--- src/rtl/bus_byte_sequencer_if.sv ---
// Request/response handshake and byte-wide external bus of the byte sequencer.
// master = CPU/memory side, slave = sequencer side.
interface bus_byte_sequencer_if #(
   parameter int ADDRESS_WIDTH = 8
);
   logic                     req_valid;
   logic                     req_ready;
   logic                     req_write;
   logic [1:0]               req_size;
   logic [ADDRESS_WIDTH-1:0] req_address;
   logic [31:0]              req_write_data;
   logic                     resp_valid;
   logic [31:0]              resp_read_data;
   logic                     resp_error;
   logic [ADDRESS_WIDTH-1:0] bus_address;
   logic                     bus_write_enable;
   logic [7:0]               bus_write_data;
   logic [7:0]               bus_read_data;

   modport master (
      output req_valid, req_write, req_size, req_address, req_write_data, bus_read_data,
      input  req_ready, resp_valid, resp_read_data, resp_error,
             bus_address, bus_write_enable, bus_write_data
   );

   modport slave (
      input  req_valid, req_write, req_size, req_address, req_write_data, bus_read_data,
      output req_ready, resp_valid, resp_read_data, resp_error,
             bus_address, bus_write_enable, bus_write_data
   );
endinterface

--- src/rtl/bus_byte_sequencer.sv ---
// Splits byte/halfword/word CPU requests into one-byte-per-cycle bus accesses.
// Optional MISALIGN_CHECK_EN rejects misaligned halfword/word requests with resp_error.
//
// state | meaning
// IDLE  | ready for a request; bus quiet
// XFER  | one bus byte per cycle, counter selects the byte lane
// RESP  | one-cycle completion pulse, read data held afterwards
module bus_byte_sequencer #(
   parameter int ADDRESS_WIDTH = 8
) (
   input logic                  clk,
   input logic                  rst_n,
   bus_byte_sequencer_if.slave  sif
);
   typedef enum logic [1:0] {IDLE, XFER, RESP} state_t;

   state_t                   state_q, state_d;
   logic [1:0]               cnt_q;
   logic                     wr_q;
   logic [1:0]               size_q;
   logic [ADDRESS_WIDTH-1:0] addr_q;
   logic [31:0]              wdata_q;
   logic [31:0]              rdata_q;
   logic [1:0]               last_cnt;
   logic [7:0]               wbyte;
   logic                     handshake;
   logic                     misalign;
   logic                     in_xfer;

   assign handshake = sif.req_valid && (state_q == IDLE);
   assign in_xfer   = (state_q == XFER);

`ifdef MISALIGN_CHECK_EN
   logic err_q;
   assign misalign = ((sif.req_size == 2'b01) && sif.req_address[0]) ||
                     (sif.req_size[1] && (sif.req_address[1:0] != 2'b00));
   assign sif.resp_error = (state_q == RESP) && err_q;
`else
   assign misalign = 1'b0;
   assign sif.resp_error = 1'b0;
`endif

   always_comb begin
      case (size_q)
         2'b00:   last_cnt = 2'd0;
         2'b01:   last_cnt = 2'd1;
         default: last_cnt = 2'd3;
      endcase
   end

   always_comb begin
      state_d = state_q;
      case (state_q)
         IDLE: if (handshake) state_d = misalign ? RESP : XFER;
         XFER: if (cnt_q == last_cnt) state_d = RESP;
         RESP: state_d = IDLE;
         default: state_d = IDLE;
      endcase
   end

   always_ff @(posedge clk or negedge rst_n) begin
      if (!rst_n) state_q <= IDLE;
      else        state_q <= state_d;
   end

   always_ff @(posedge clk or negedge rst_n) begin
      if (!rst_n) begin
         cnt_q   <= '0;
         wr_q    <= 1'b0;
         size_q  <= '0;
         addr_q  <= '0;
         wdata_q <= '0;
         rdata_q <= '0;
`ifdef MISALIGN_CHECK_EN
         err_q   <= 1'b0;
`endif
      end else if (handshake) begin
         cnt_q   <= '0;
         wr_q    <= sif.req_write;
         size_q  <= sif.req_size;
         addr_q  <= sif.req_address;
         wdata_q <= sif.req_write_data;
         rdata_q <= '0;
`ifdef MISALIGN_CHECK_EN
         err_q   <= misalign;
`endif
      end else if (in_xfer) begin
         cnt_q <= cnt_q + 2'd1;
         if (!wr_q) rdata_q[8*cnt_q +: 8] <= sif.bus_read_data;
      end
   end

   always_comb begin
      case (cnt_q)
         2'd0:    wbyte = wdata_q[7:0];
         2'd1:    wbyte = wdata_q[15:8];
         2'd2:    wbyte = wdata_q[23:16];
         default: wbyte = wdata_q[31:24];
      endcase
   end

   // Bus strobes decode from the async-reset state so a reset drops them at once.
   assign sif.bus_address      = in_xfer ? addr_q + ADDRESS_WIDTH'(cnt_q) : '0;
   assign sif.bus_write_enable = in_xfer && wr_q;
   assign sif.bus_write_data   = (in_xfer && wr_q) ? wbyte : 8'h00;

   assign sif.req_ready      = (state_q == IDLE);
   assign sif.resp_valid     = (state_q == RESP);
   assign sif.resp_read_data = rdata_q;
endmodule

--- src/flat_wrapper.sv ---
// flat-port wrapper written by rule: the top's interface ports become plain ports
module bus_byte_sequencer_flat 
#(
   parameter int ADDRESS_WIDTH = 8
)
  (clk, rst_n, sif_req_valid, sif_req_write, sif_req_size, sif_req_address, sif_req_write_data, sif_bus_read_data, sif_req_ready, sif_resp_valid, sif_resp_read_data, sif_resp_error, sif_bus_address, sif_bus_write_enable, sif_bus_write_data);
  bus_byte_sequencer_if #(.ADDRESS_WIDTH(ADDRESS_WIDTH)) sif_i ();
  input logic clk;
  input logic rst_n;
  input wire logic [$bits(sif_i.req_valid)-1:0] sif_req_valid;
  input wire logic [$bits(sif_i.req_write)-1:0] sif_req_write;
  input wire logic [$bits(sif_i.req_size)-1:0] sif_req_size;
  input wire logic [$bits(sif_i.req_address)-1:0] sif_req_address;
  input wire logic [$bits(sif_i.req_write_data)-1:0] sif_req_write_data;
  input wire logic [$bits(sif_i.bus_read_data)-1:0] sif_bus_read_data;
  output wire logic [$bits(sif_i.req_ready)-1:0] sif_req_ready;
  output wire logic [$bits(sif_i.resp_valid)-1:0] sif_resp_valid;
  output wire logic [$bits(sif_i.resp_read_data)-1:0] sif_resp_read_data;
  output wire logic [$bits(sif_i.resp_error)-1:0] sif_resp_error;
  output wire logic [$bits(sif_i.bus_address)-1:0] sif_bus_address;
  output wire logic [$bits(sif_i.bus_write_enable)-1:0] sif_bus_write_enable;
  output wire logic [$bits(sif_i.bus_write_data)-1:0] sif_bus_write_data;
  assign sif_i.req_valid = sif_req_valid;
  assign sif_i.req_write = sif_req_write;
  assign sif_i.req_size = sif_req_size;
  assign sif_i.req_address = sif_req_address;
  assign sif_i.req_write_data = sif_req_write_data;
  assign sif_i.bus_read_data = sif_bus_read_data;
  assign sif_req_ready = sif_i.req_ready;
  assign sif_resp_valid = sif_i.resp_valid;
  assign sif_resp_read_data = sif_i.resp_read_data;
  assign sif_resp_error = sif_i.resp_error;
  assign sif_bus_address = sif_i.bus_address;
  assign sif_bus_write_enable = sif_i.bus_write_enable;
  assign sif_bus_write_data = sif_i.bus_write_data;
  bus_byte_sequencer #(.ADDRESS_WIDTH(ADDRESS_WIDTH)) u_core (.clk(clk), .rst_n(rst_n), .sif(sif_i));
endmodule
--- config.mk ---
export PLATFORM = sky130hd
export DESIGN_NAME = bus_byte_sequencer_flat
export DESIGN_NICKNAME = d
export VERILOG_FILES = /design/src/rtl/bus_byte_sequencer_if.sv /design/src/rtl/bus_byte_sequencer.sv /design/src/flat_wrapper.sv
export SDC_FILE = /design/constraint.sdc
export NUM_CORES = 1
export LEC_CHECK = 0
export ABC_AREA = 0
export CAP_MARGIN = 30
export CORE_MARGIN = 2
export CORE_UTILIZATION = 44
export DETAILED_ROUTE_END_ITERATION = 10
export GPL_TIMING_DRIVEN = 0
export PLACE_DENSITY = 0.77
export SYNTH_ARGS = -nofsm -noshare
export SYNTH_HDL_FRONTEND = slang
export SYNTH_SLANG_ARGS = --single-unit
export TNS_END_PERCENT = 10
--- constraint.sdc ---
create_clock -name clk -period 2 [get_ports clk]
set_input_delay 0.3 -clock clk [delete_from_list [all_inputs] [get_ports clk]]
set_output_delay 0.3 -clock clk [all_outputs]
set_load 0.01 [all_outputs]
==> results of run 1 <==
## state kept, by name, indices dropped and copies added (netlist names)
register,cells
u_core.state_q,2
u_core.wr_q,1
u_core.wdata_q,32
u_core.addr_q,8
u_core.size_q,2
u_core.sif.resp_read_data,32
u_core.cnt_q,2
## cell type report
type                            count  area (sq um)  area share
Sequential cell                    79          1979      0.3614
Buffer                             19         140.1     0.02559
Multi-Input combinational cell    202          1889      0.3450
Tap cell                          108         135.1     0.02467
Clock buffer                       11         131.4     0.02399
Inverter                           20         78.83     0.01439
Clock inverter                      5         58.81     0.01074
Timing Repair Buffer              115          1064      0.1942
## logic make-up (layout without fill, tap and decap cells)
| family | after synthesis | in the layout | synth area share |
|---|---|---|---|
| AND/OR/NAND/NOR | 81 | 81 | 0.1222 |
| flip-flops | 79 | 79 | 0.5016 |
| AO/OA/AOI/OAI | 33 | 33 | 0.06349 |
| buffers and inverters | 42 | 170 | 0.05396 |
| XOR/XNOR | 3 | 3 | 0.006668 |
| multiplexers | 75 | 75 | 0.2206 |
| adder cells (fa/ha/maj) | 9 | 9 | 0.03048 |
| other | 1 | 1 | 0.0009515 |
## worst paths after layout
kind                       cells past startpoint                                        end  slack [ns]                            from
setup / recovery                               7                      sif_bus_write_data[7]       -0.28     u_core.cnt_q[0]$_DFFE_PN0P_
hold / removal                                 2   u_core.sif.resp_read_data[8]$_DFFE_PN0P_        0.46                           rst_n
setup reg to reg                               7  u_core.sif.resp_read_data[20]$_DFFE_PN0P_       -0.01     u_core.cnt_q[0]$_DFFE_PN0P_
hold reg to reg                                1             u_core.wdata_q[24]$_DFFE_PN0P_        0.51  u_core.wdata_q[24]$_DFFE_PN0P_
max in group asynchronous                      3                u_core.cnt_q[1]$_DFFE_PN0P_        0.93                           rst_n
min in group clk                               1             u_core.wdata_q[24]$_DFFE_PN0P_        0.51  u_core.wdata_q[24]$_DFFE_PN0P_
## per-stage QoR
step | hold WS (ns) | instance area, sq um | setup WS, ns | util
after global routing | 0.5139 | 5477 | -0.3406 | 0.6280
after floorplan | 0.004409 | 3941 | 0.007786 | -
final | 0.4592 | 5477 | -0.2842 | 0.6280
after detailed placement | 0.3173 | 5135 | -0.6858 | 0.5888
after CTS | 0.4722 | 5444 | -0.3187 | 0.6242
after global placement | 0.4880 | 5117 | -2.074 | 0.5868
## routing by layer
metal	GRT usage	routed length, microns	part of all wire
met5	0	0	0
met2	0.3312	4618	0.48
met1	0.2688	4295	0.44
met4	0.07798	87	0.0090
met3	0.04113	668	0.069
## where the power goes
group          switching (mW)  internal [mW]
clock                   0.586          0.577
sequential              0.455           2.22
combinational            1.91           2.19
total                    2.95           4.99
## cell usage in the layout (no fill, tap or decap), types with 4 or more instances in the layout
| master | instances |
|---|---|
| sky130_fd_sc_hd__a222oi_1 | 8 |
| sky130_fd_sc_hd__ha_4 | 4 |
| sky130_fd_sc_hd__dfrtp_1 | 77 |
| sky130_fd_sc_hd__and3_1 | 8 |
| sky130_fd_sc_hd__buf_4 | 13 |
| sky130_fd_sc_hd__inv_1 | 19 |
| sky130_fd_sc_hd__clkbuf_8 | 9 |
| sky130_fd_sc_hd__clkbuf_1 | 7 |
| sky130_fd_sc_hd__mux2_4 | 12 |
| sky130_fd_sc_hd__mux2i_1 | 16 |
| sky130_fd_sc_hd__o21ai_0 | 4 |
| sky130_fd_sc_hd__nand2_1 | 11 |
| sky130_fd_sc_hd__nor2_1 | 12 |
| sky130_fd_sc_hd__a21oi_2 | 7 |
| sky130_fd_sc_hd__buf_6 | 5 |
| sky130_fd_sc_hd__o31ai_1 | 4 |
| sky130_fd_sc_hd__and4_1 | 7 |
| sky130_fd_sc_hd__nand3b_1 | 4 |
| sky130_fd_sc_hd__o21a_1 | 8 |
| sky130_fd_sc_hd__clkdlybuf4s50_1 | 86 |
| sky130_fd_sc_hd__nand4_1 | 17 |
| sky130_fd_sc_hd__mux2_2 | 47 |
| sky130_fd_sc_hd__buf_2 | 20 |
## repair_timing
action | 4_1_cts | 5_1_grt
endpoints found under the hold margin | 40 | 0
endpoints found under the setup margin | 49 | 46
pin swaps | 22 | 20
cloned | 1 | 0
gates resized for setup | 87 | 14
hold buffers | 1 | 0
setup buffers | 7 | 1
## worst reg2reg max path, delay by kind of cell (launching register included)
kind / cells / cell delay [ns]
adder cells (fa/ha/maj): 1 / 0.23
buffers and inverters: 3 / 0.46
multiplexers: 1 / 0.15
AND/OR/NAND/NOR: 2 / 0.67
flip-flops: 1 / 0.46
==> summary.md, run 1 <==
| Metric | Value |
|---|---|
| Result of the run | `finished with violations` |
| Violated checks | `setup timing` |
| Maximum number of pins on one net before global-route repair | `42` |
| Sink count of the clock tree | `79` |
| Standard-cell row count | `34` |
| Count of maximum capacitance violations | `0` |
| HPWL after detailed placement | `6879 microns` |
| Vias in the first global route | `between 3000 and 4000` |
| Clock period minus worst slack | `between 2 and 2.5 ns` |
| Drt drc | `0` |
| Pwr Density | `around 1400 nW/um^2` |
| Top-count cell post-synth | `sky130_fd_sc_hd__dfrtp_1` |
| Required arrival time at the worst endpoint | `1.70 ns` |
| Worst-path clk slew | `0.09 ns` |
| Weighted congestion reported at the end of routability-driven placement | `0.7898` |
| Fmax | `437.8 MHz` |
| Number of max-slew violations in the final report | `0` |
| Avg Cell Area, Syn | `between 10 and 15 sq um` |
| Type of the worst setup path | `reg2out` |
| TritonCTS buffer count | `9` |
| First-pass GRT wire length | `15480 microns` |
| Layout Cells excl Fill | `559` |
| Pleak | `~2.4 nW` |
| Synthesis warning total | `0` |
| Number of vias per cell | `5.367` |
| Post-synth top area share | `0.5016` |
| CTS tree | `done` |
| Leading register cell type out of synthesis | `sky130_fd_sc_hd__dfrtp_1` |
| Netlist cell types | `38` |
| Diodes inserted | `0` |
| Post-synthesis sequential element count | `just under 80` |
| Clock Latency Late Sink | `between 0.3 and 0.4 ns` |
| Post-synth top area cell | `sky130_fd_sc_hd__dfrtp_1` |
| Classification of the worst-slack hold path | `in2async` |
| Clock Tree Buf Depth | `2` |
| Final sum of negative setup slack | `-2.938 ns` |
| Data arrival, critical path | `a little under 2 ns` |
| Fin worst setup slack | `-0.2842 ns` |
| Crit-path max FO | `5` |
| Fraction of layout cells with a size suffix above 1 | `0.3060` |
| Area Overhead vs Synth | `38.95%` |
| Overall global routing resource usage | `0.2031` |
| Largest delay share family, worst path | `compound AO/OA/AOI/OAI gates` |
| Cell types with the largest area share after synthesis | `sky130_fd_sc_hd__dfrtp_1 50%, sky130_fd_sc_hd__mux2_2 13%, sky130_fd_sc_hd__mux2_4 4.6%, sky130_fd_sc_hd__mux2i_1 4.1%, sky130_fd_sc_hd__nand4_1 2.7%` |
| Number of fillers in the final layout | `approximately 700` |
| Number of instances in the synthesized netlist | `about 320` |
| Remaining Overflow, GRT | `0` |
| Die Span X | `around 99 microns` |
| Clock root buffer master | `sky130_fd_sc_hd__clkbuf_8` |
| Most instantiated cells after synthesis | `79 x sky130_fd_sc_hd__dfrtp_1, 47 x sky130_fd_sc_hd__mux2_2, 20 x sky130_fd_sc_hd__inv_1` |
| Number of nets with antenna violations after routing | `0` |
| Worst slew margin relative to its limit | `0.5893` |
| Worst VDD drop | `0.7509 mV` |
| Count of buffering cells on the critical path with inverters included | `3` |
| Crit share post-route | `1.142` |
| Number of cells after detailed placement | `about 540` |
| Pin slew with the least headroom to its limit | `between 0.6 and 0.7 ns` |
| Total Die Area | `9731 sq um` |
| CORE AREA | `about 8700 sq um` |
| Initial core utilization | `0.4519` |
| Total power of the final layout | `7.940 mW` |
| Crit. End Element | `primary output` |
| Number of buffers inserted by port buffering | `between 100 and 150` |
| Sequential-to-total area share from yosys stat | `0.5016` |
| Average detailed-routed wire length per instance | `approximately 17 microns` |
| Number of nets at the end of the flow | `between 500 and 600` |
| Antenna violations before repair | `0` |
| Count of vias placed by the detailed router | `3000` |
| Crit path max-delay cell type | `sky130_fd_sc_hd__dfrtp_2` |
| Netlist Area Pre-Place | `~3900 sq um` |
| Ports placed on the boundary | `106` |
| WL final | `between 9000 and 10000 microns` |
| First drt pass iteration count | `5` |
| Max incr delay on CP | `between 0.4 and 0.5 ns` |
| Proportion of synthesized flip-flops having asynchronous set or reset | `1.000` |
| Final Hold Viols | `0` |
| Number of H-tree levels | `3` |
| Die height | `around 100 microns` |
| EDFF count, synth | `0` |
| Setup repair after global routing missed its margin | `true` |
| Starting DRC count in detailed routing | `approximately 150` |
| Critical Path Source Type | `flip-flop` |
| Number of setup violations in the final report | `17` |
| Cell chain of the critical path | `clkinvlp_4, ha_4, buf_6, a222oi_1, o21a_1, nor2_1, buf_2` |
| Clk_skew | `0.01229 ns` |
| Synthesized Nets | `386` |
(Power assumes the default switching activity.)
==> run 2: changes to the inputs <==
CORE_ASPECT_RATIO = 1.4   (was not set)
==> run 2 against run 1 <==
  * Design area is 5.1% higher
  * The flow still finishes with violations (setup timing)
  * Utilization is 3.7 points higher
  * Worst hold slack worse by 0.056 ns
  * Via count is 3.1% higher
  * Combinational power is 11% higher
  * Worst setup slack worse by 0.045 ns
  * Clock-buffer cell count stayed put
  * Global-route usage is 1.2 points higher
  * Clock power is 53% higher
  * Maximum frequency is 1.9% lower
  * Final cell count is 1.1% higher
  * Sequential share of layout area is 1.8 points lower
==> summary.md, run 2 (synthesized netlist as in run 1, its figures left out) <==
| Metric | Value |
|---|---|
| Clk_skew | `0.009856 ns (-0.002438 ns)` |
| Critical Path Source Type | `flip-flop` |
| Clock period minus worst slack | `2.329 ns (+0.04456 ns)` |
| Worst slack after detailed placement | `-0.6975 ns (-0.01168 ns)` |
| Clock Tree Buf Depth | `2 (unchanged)` |
| Drt drc | `0 (unchanged)` |
| Crit. End Element | `primary output` |
| Crit path max-delay cell type | `sky130_fd_sc_hd__dfrtp_2` |
| Fraction of power spent switching nets | `0.3511 (-0.02082)` |
| Fraction of met3 tracks used by global routing | `0.03205 (-0.009083)` |
| Global routing met2 resource utilization | `0.3931 (+0.06183)` |
| Antenna violations before repair | `0 (unchanged)` |
| Number of setup violations in the final report | `23 (+6)` |
| Setup repair after global routing missed its margin | `true` |
| Number of H-tree levels | `3 (unchanged)` |
| Remaining Overflow, GRT | `0 (unchanged)` |
| Cell chain of the critical path | `buf_6, clkinvlp_4, buf_6, ha_4, buf_6, a222oi_1, o21a_1, nor2_1, buf_2` |
| Fraction of power consumed by sequential logic | `0.294 (-0.042)` |
| Total Die Area | `9742 sq um (+0.11%)` |
| TritonCTS buffer count | `9 (unchanged)` |
| Type of the worst setup path | `reg2out` |
| Starting DRC count in detailed routing | `174 (+18%)` |
| Fraction of layout cells with a size suffix above 1 | `0.3283 (+0.02227)` |
| Count of vias placed by the detailed router | `3092 (+3.1%)` |
| Required arrival time at the worst endpoint | `1.70 ns (about the same)` |
| Number of max-slew violations in the final report | `0 (unchanged)` |
| Total power of the final layout | `8.935 mW (+13%)` |
| Pleak | `2.533 nW (+5.4%)` |
| Pwr Density | `1552 nW/um^2 (+7.0%)` |
| Clock Latency Late Sink | `0.34 ns (-0.02 ns)` |
| Fmax | `429.4 MHz (-1.9%)` |
| Area Overhead vs Synth | `46.10%` |
| Internal Power | `5.798 mW (+16%)` |
| Final Hold Viols | `0 (unchanged)` |
| Die Span X | `83.99 microns (-15%)` |
| Max incr delay on CP | `0.38 ns (-0.08 ns)` |
| First drt pass iteration count | `4 (-1)` |
| Ports placed on the boundary | `106 (unchanged)` |
| Number of fillers in the final layout | `671 (-2.5%)` |
| Number of nets with antenna violations after routing | `0 (unchanged)` |
| Number of nets at the end of the flow | `518 (+1.8%)` |
| Number of buffers inserted by port buffering | `104 (unchanged)` |
| Sequential Area | `1979 sq um (unchanged)` |
| WL final | `10190 microns (+5.3%)` |
| Worst slew margin relative to its limit | `0.6023 (+0.01297)` |
| Most numerous cell on the critical path | `sky130_fd_sc_hd__buf_6` |
| Clock root buffer master | `sky130_fd_sc_hd__clkbuf_16` |
| Commonest cells after routing, fill and taps aside | `86 x sky130_fd_sc_hd__clkdlybuf4s50_1, 77 x sky130_fd_sc_hd__dfrtp_1, 46 x sky130_fd_sc_hd__mux2_2, 18 x sky130_fd_sc_hd__inv_1, 18 x sky130_fd_sc_hd__buf_2` |
| Placed Area | `5139 sq um (about the same)` |
| Maximum number of pins on one net before global-route repair | `59 (+40%)` |
| Worst-path clk slew | `0.06 ns (-0.03 ns)` |
| Standard-cell row count | `40 (+18%)` |
| Sink count of the clock tree | `79 (unchanged)` |
| Average detailed-routed wire length per instance | `18.03 microns (+4.2%)` |
| HPWL after detailed placement | `6913 microns (+0.49%)` |
| Die height | `116.0 microns (+18%)` |
| Data arrival, critical path | `2.03 ns (+0.05 ns)` |
| Result of the run | `finished with violations` |
| Final non-filler cell area | `5758 sq um (+5.1%)` |
| Violated checks | `setup timing` |
| Weighted congestion reported at the end of routability-driven placement | `0.7973 (+0.95%)` |
| Count of maximum capacitance violations | `0 (unchanged)` |
| Overall global routing resource usage | `0.2151 (+0.01202)` |
| Number of vias per cell | `5.473 (+2.0%)` |
| First-pass GRT wire length | `16060 microns (+3.8%)` |
| Layer with the highest usage | `met2` |
| Number of cells on the worst reg-to-reg path | `9 (+2)` |
| GR Util met1 | `0.2436 (-0.02520)` |
| Clock Power Share | `0.198 (+0.051)` |
| CTS tree | `done` |
| Pin slew with the least headroom to its limit | `0.5966 ns (-0.01945 ns)` |
| Worst VDD drop | `0.8243 mV (+9.8%)` |
| Most common cell after layout, fill and taps aside | `sky130_fd_sc_hd__clkdlybuf4s50_1` |
| CORE AREA | `8658 sq um (-0.72%)` |
| Switching power | `3.137 mW (+6.2%)` |
| Diodes inserted | `0 (unchanged)` |
| Initial core utilization | `0.4552 (+0.003265)` |
| Area used by multi-input combinational logic | `1924 sq um (+1.9%)` |
| Combinational share of power | `0.508 (-0.009)` |
| Fin worst setup slack | `-0.3288 ns (-0.04456 ns)` |
| Crit-path max FO | `6 (+1)` |
| Crit share post-route | `1.164 (+0.02228)` |
| Classification of the worst-slack hold path | `in2async` |
| Vias in the first global route | `3217 (+3.9%)` |
[run 2: changes by cell type in the layout (fill, tap and decap cells not counted), sizes merged]
cell,before,now
buf,40,47
clkbuf,16,18
bufinv,1,2
inv,19,18
[run 2: layout make-up]
| type | instances | area share |
|---|---|---|
| buffer | 19 | 0.02390 |
| clock buffer | 11 | 0.04216 |
| clock inverter | 5 | 0.01412 |
| inverter | 20 | 0.01434 |
| multi-input combinational | 202 | 0.3342 |
| sequential | 79 | 0.3438 |
| tap | 105 | 0.02282 |
| timing repair buffer | 124 | 0.2047 |
[run 2: through the flow]
| stage | hold slack, ns | std cells | setup TNS (ns) | utilization |
|---|---|---|---|---|
| 5_1_grt | 0.4297 | 565 | -6.162 | 0.6650 |
| 2_1_floorplan | 0.004409 | 323 | 0 | - |
| 4_1_cts | 0.4041 | 561 | -3.938 | 0.6533 |
| 3_3_place_gp | 0.4879 | 532 | -183.38 | 0.5906 |
| 3_5_place_dp | 0.2154 | 533 | -20.20 | 0.5935 |
| 6_report | 0.4032 | 565 | -4.195 | 0.6650 |
[run 2: power groups by stage]
| stage | registers (mW) | logic [mW] | clock network (mW) |
|---|---|---|---|
| after CTS | 2.62 | 4.29 | 1.81 |
| final | 2.63 | 4.54 | 1.77 |
| after floorplan | 2.60 | 2.46 | 0 |
| after detailed placement | 2.66 | 3.83 | 0 |
| after global routing | 2.71 | 4.85 | 1.88 |
| after global placement | 2.64 | 3.73 | 0 |
[run 2: path summary, 6_finish.rpt]
kind | from | end | slack, ns
max | u_core.cnt_q[0]$_DFFE_PN0P_ | sif_bus_write_data[7] | -0.33
min | rst_n | u_core.sif.resp_read_data[15]$_DFFE_PN0P_ | 0.40
max reg2reg | u_core.cnt_q[1]$_DFFE_PN0P_ | u_core.sif.resp_read_data[6]$_DFFE_PN0P_ | -0.10
min reg2reg | u_core.wdata_q[31]$_DFFE_PN0P_ | u_core.wdata_q[31]$_DFFE_PN0P_ | 0.51
max in group asynchronous | rst_n | u_core.cnt_q[1]$_DFFE_PN0P_ | 1.01
min in group clk | u_core.wdata_q[31]$_DFFE_PN0P_ | u_core.wdata_q[31]$_DFFE_PN0P_ | 0.51
[run 2: repair_timing]
action	4_1_cts	5_1_grt
gates cloned	1	0
setup buffers	13	4
setup endpoints to repair	49	44
pin swaps	25	20
hold buffers	1	0
resized for setup	96	20
endpoints found under the hold margin	21	0
[run 2: worst max-delay path, delay by kind of cell (launching register included)]
kind	cells	cell delay, ns
DFF	1	0.38
AOI/OAI and AO/OA	2	0.41
buffers and inverters	5	0.67
adders and majority gates	1	0.18
and+or+nand+nor	1	0.05
[run 2: metal layers]
metal  part of all wire  wire (microns)
met5                  0               0
met1               0.38            3865
met3              0.042             426
met2               0.55            5598
met4              0.029             295
